===== src/rtl/s_addsub_serial_pkg.sv =====
// Shared types and constants for the serial adder/subtractor.
// Latency: n/a (declarations only).
// Backpressure: n/a.
package s_addsub_serial_pkg;

  typedef enum logic [2:0] {
    IDLE,
    LOAD_A,
    LOAD_B,
    CALC,
    DONE
  } state_t;

  localparam logic MODE_ADD = 1'b0;
  localparam logic MODE_SUB = 1'b1;

endpackage


===== src/rtl/s_full_adder_bit.sv =====
// Combinational 1-bit full adder used by the serial datapath.
// Latency: 0 cycles (purely combinational).
// Backpressure: none.
module s_full_adder_bit (
  input  logic a,
  input  logic b,
  input  logic cin,
  output logic s,
  output logic cout
);

  assign s    = a ^ b ^ cin;
  assign cout = (a & b) | (a & cin) | (b & cin);

endmodule


===== src/rtl/s_addsub_serial.sv =====
// Bit-serial N-bit add/subtract: loads A then B LSB-first, streams result, presents it in parallel.
// Latency: start to done pulse is 3N+1 cycles; next start may be accepted in the done cycle.
// Backpressure: none; start outside IDLE is ignored, s_in is only sampled during operand loading.
module s_addsub_serial
  import s_addsub_serial_pkg::*;
#(
  parameter int N = 4
) (
  input  logic         clk,
  input  logic         clear,
  input  logic         start,
  input  logic         mode,
  input  logic         s_in,
  output logic         s_out,
  output logic         s_valid,
  output logic [N-1:0] sum,
  output logic         carry_out,
  output logic         busy,
  output logic         done
);

  localparam int CW = $clog2(N);

  state_t         state;
  logic [CW-1:0]  cnt;
  logic [N-1:0]   a;
  logic [N-1:0]   b;
  logic           carry;
  logic           mode_q;
  logic           last;
  logic           b_eff;
  logic           fa_s;
  logic           fa_c;

  assign last = (cnt == CW'(N - 1));

  // Subtraction is A + ~B + 1: the +1 comes from carry being preset to 1 at start.
  assign b_eff = (mode_q == MODE_SUB) ? ~b[0] : b[0];

  s_full_adder_bit u_fa (
    .a    (a[0]),
    .b    (b_eff),
    .cin  (carry),
    .s    (fa_s),
    .cout (fa_c)
  );

  // Controller FSM, operand shift registers and registered outputs.
  always_ff @(posedge clk) begin
    if (clear) begin
      state     <= IDLE;
      cnt       <= '0;
      a         <= '0;
      b         <= '0;
      carry     <= 1'b0;
      mode_q    <= MODE_ADD;
      s_out     <= 1'b0;
      s_valid   <= 1'b0;
      sum       <= '0;
      carry_out <= 1'b0;
      busy      <= 1'b0;
      done      <= 1'b0;
    end else begin
      s_out   <= 1'b0;
      s_valid <= 1'b0;
      done    <= 1'b0;
      case (state)
        IDLE: begin
          // busy stays high through the done cycle and drops on the following edge
          // unless a new operation is accepted on that same edge.
          busy <= start;
          if (start) begin
            mode_q <= mode;
            carry  <= mode;
            cnt    <= '0;
            state  <= LOAD_A;
          end
        end
        LOAD_A: begin
          a   <= {s_in, a[N-1:1]};
          cnt <= cnt + 1'b1;
          if (last) begin
            cnt   <= '0;
            state <= LOAD_B;
          end
        end
        LOAD_B: begin
          b   <= {s_in, b[N-1:1]};
          cnt <= cnt + 1'b1;
          if (last) begin
            cnt   <= '0;
            state <= CALC;
          end
        end
        CALC: begin
          // Result bits shift into the top of a as operand bits leave the bottom.
          a       <= {fa_s, a[N-1:1]};
          b       <= {1'b0, b[N-1:1]};
          carry   <= fa_c;
          s_out   <= fa_s;
          s_valid <= 1'b1;
          cnt     <= cnt + 1'b1;
          if (last) begin
            cnt   <= '0;
            state <= DONE;
          end
        end
        DONE: begin
          done      <= 1'b1;
          sum       <= a;
          carry_out <= carry;
          state     <= IDLE;
        end
        default: state <= IDLE;
      endcase
    end
  end

endmodule


===== config.mk =====
export PLATFORM = sky130hd
export DESIGN_NAME = s_addsub_serial
export DESIGN_NICKNAME = d
export VERILOG_FILES = /design/src/rtl/s_addsub_serial_pkg.sv /design/src/rtl/s_full_adder_bit.sv /design/src/rtl/s_addsub_serial.sv
export SDC_FILE = /design/constraint.sdc
export NUM_CORES = 1
export LEC_CHECK = 0
export CORE_AREA = 4 4 50 52
export CTS_CLUSTER_DIAMETER = 30
export CTS_CLUSTER_SIZE = 14
export DETAILED_ROUTE_END_ITERATION = 12
export DIE_AREA = 0 0 54 56
export MAX_ROUTING_LAYER = met4
export PLACE_DENSITY_LB_ADDON = 0.25
export SLEW_MARGIN = 0
export SYNTH_ARGS = -nofsm -noshare
export SYNTH_HDL_FRONTEND = slang
export SYNTH_SLANG_ARGS = --single-unit

===== constraint.sdc =====
create_clock -name clk -period 1.7 [get_ports clk]
set_input_delay 0.34 -clock clk [delete_from_list [all_inputs] [get_ports clk]]
set_output_delay 0.34 -clock clk [all_outputs]
set_load 0.02 [all_outputs]

==> summary.md <==
| Metric | Value |
|---|---|
| Total Neg Setup Slack | 0 ps |
| Clock net sink count | 24 |
| Ys Warns | 0 |
| Post-CTS sizing | 0 |
| Fin area | 1190 um2 |
| HP Class | reg2reg |
| Endpoint, Worst Hold | cnt[1] |
| FP Rows | 17 |
| CP Capture Type | output port |
| Post-synth cell types | 35 |
| Worst VDD drop | 0.000598 V |
| Cell-internal power | 0.752 mW |
| Mapped Cells | 100 |
| Hold Startpoint | cnt[1] |
| CP max FO | 2 |
| Count of final max-slew check failures | 0 |
| CP peak stage delay | 600 ps |
| Initial antenna violation count | 0 |
| WP buf/inv | 1 |
| Share of the synthesized area in the top cell type | 47.5% |
| Syn avg cell area | 10.1 um2 |
| Setup bufs post-CTS | 0 |
| RR Endpoint | cnt[1] |
| CTS Buf Count | 3 |
| Floorplan core area | 2110 um2 |
| Fill cells | 211 |
| Full die area | 3020 um2 |
| Area grow syn2layout | 17.3% |
| Critical path class | reg2out |
| Largest net degree at the start of global routing | 15 |
| IO Port Bufs | 13 |
| Die Y | 56 um |
| DR vias/cell | 5.04 |
| Post-placement cell area | 1150 um2 |
| H-tree Lvls | 1 |
| Gp weighted congestion | 0.731 |
| Drt first-iter violations | 7 |
| Critical path's top delay family | buffers and inverters |
| Synthesized net count | 107 |
| Worst path arrival time | 1270 ps |
| Drt wl/cell | 11.7 um |
| Flop and latch count out of synthesis | 24 |
| CTS tree | built |
| Top post-synthesis cells by area | dfxtp_1 47%, mux2i_1 14%, nor2_1 5.9% |
| Fmax | 620 MHz |
| RSZ-0062 raised after global routing | false |
| WL met1 | 760 um |
| CTS root buffer | clkbuf_4 |
| Worst-Skew Late Latency | 310 ps |
| Layout cells sized above 1 | 8.04% |
| Initial Utilization | 48.1% |
| Comb power frac | 8.6% |
| Status | complete, no violations |
| Chip width | 54 um |
| Psw | 0.218 mW |
| DR WL met2 | 796 um |
| Tcrit/Tclk final | 94.9% |
| Slew headroom | 65.2% |
| HPWL after DPL | 1.22 mm |
| R2R setup slack | 260 ps |
| Number of global-route vias before repair | 655 |
| Pwr dens | 817 nW/um2 |
| Io pins | 14 |
| Sw Share | 22.4% |
| Leak | 0.434 nW |
| # hold bufs at CTS | 0 |
| Clock Pin Slew Worst Setup and Hold Paths | 120 ps |
| FF-to-FF Start | state[1] |
| Largest area contributor in the netlist | dfxtp_1 |
| Hold depth | 2 |
| Clock power frac | 30.2% |
| Detailed-route via count | 705 |
| R2R depth | 3 |
| Ys flop type | dfxtp_1 |
| Worst Path Required | 1360 ps |
| # DRC | 0 |
| Sequential cell fraction of total power | 61.2% |
| Placed cells | 136 |
| Count of final setup violators | 0 |
| Tmin final | 1610 ps |
| Crit path max-delay cell type | clkdlybuf4s50_1 |
| Synthesized cell area | 1010 um2 |
| Drt first pass iters | 4 |
| Worst Tran Pin Value | 522 ps |
| Area of the multi-input gates | 479 um2 |
| Longest Clk Path Bufs | 2 |
| FFs w/ async S/R, synth | 0% |
| Finished Layout Cells | 140 |
| Post-route ant nets | 0 |
| # Max-Cap Violations | 0 |
| Nets | 120 |
| Seq/Total Area, Yosys | 47.5% |
| Crit start category | flip-flop |
| Total track usage | 13.2% |
| EDFF count, synth | 0 |
| Clock skew after layout | 1.57 ps |
| First-pass GRT wire length | 2.92 mm |
| FF/Latch Area | 480 um2 |
| CP Cell Sequence | clkdlybuf4s50_1 |
| Final hold vios | 0 |
| WL final | 1.64 mm |
| Max Used Layer | met4 |
| Stages on worst setup path | 1 |
| N_diodes | 0 |
| GRT overflow | 0 |
| Met3 WL | 41 um |
-- through the flow --
step / worst slack, ps / hold WS (ps) / total power [mW] / utilization (%)
after detailed placement: 51.5 / 482 / 0.691 / 54.7
after CTS: 72.2 / 500 / 0.987 / 56.4
after global placement: 95.2 / 462 / 0.688 / 54.7
after floorplan: 406 / 412 / 0.664 / -
after global routing: 24.5 / 518 / 1.03 / 56.4
final: 86.2 / 497 / 0.970 / 56.4
-- cells by family (layout without fill, tap and decap cells) --
family	count (synthesis)	in the layout	share of synthesized area, %
adders and majority gates	2	2	3.21
buffers and inverters	10	22	5.19
muxes	14	14	13.8
AOI/OAI and AO/OA	8	8	4.57
and+or+nand+nor	40	40	24.0
xor gates and xnor gates	2	2	1.73
DFF	24	24	47.5
-- state kept, by name, indices dropped and copies added, names as in the netlist --
register   count
a              4
done           1
s_out          1
mode_q         1
carry          1
carry_out      1
sum            4
b              4
s_valid        1
state          3
cnt            2
busy           1
-- worst reg2reg max path, stage by stage, from the launching register on --
cell	delay (ps)
dfxtp_1	670
nor2_1	100
or3b_2	460
a21oi_1	150
-- cells in the mapped netlist, drive strengths merged (3+ instances only) --
cell type and instances:
dfxtp 24, nor2 16, mux2i 14, a21oi 4, buf 4, clkbuf 3, inv 3, nor3 3
-- routing by layer --
metal | vias to the layer above | track usage (%)
li1 | 364 | -
met1 | 330 | 16.6
met2 | 7 | 19.9
met3 | 4 | 3.22
met4 | 0 | 5.34
met5 | - | -
-- placed cells by master, fill, tap and decap left out, drive strengths merged, types with 2 or more instances in the layout --
cell            n
dfxtp          24
nor2           16
mux2i          14
clkdlybuf4s50  13
a21oi           4
clkbuf          4
inv             3
nor3            3
nor2b           2
and2b           2
nand2b          2
and2            2
o21ai           2
buf             2
nor3b           2
or3b            2
-- final cells by class --
| class | count | share of cell area [%] |
|---|---|---|
| Inverter | 3 | 0.948 |
| Sequential cell | 24 | 40.5 |
| Timing Repair Buffer | 15 | 12.2 |
| Tap cell | 28 | 2.95 |
| Multi-Input combinational cell | 66 | 40.4 |
| Clock buffer | 4 | 3.06 |
-- worst max path at each step --
stage / to / startpoint
after floorplan: a[3] / b[0]
after global placement: carry / start
after detailed placement: carry / start
after CTS: sum[2] / sum[2]
after global routing: busy / busy
final: carry_out / carry_out
-- power by group through the flow --
stage	sequential, mW	combinational, mW	clock (mW)
3_5_place_dp	0.607	0.0848	0
4_1_cts	0.594	0.0855	0.307
6_report	0.593	0.0836	0.293
5_1_grt	0.597	0.0960	0.336
3_3_place_gp	0.606	0.0824	0
2_1_floorplan	0.599	0.0645	0
Note: power is estimated with default switching activity, not from simulation.
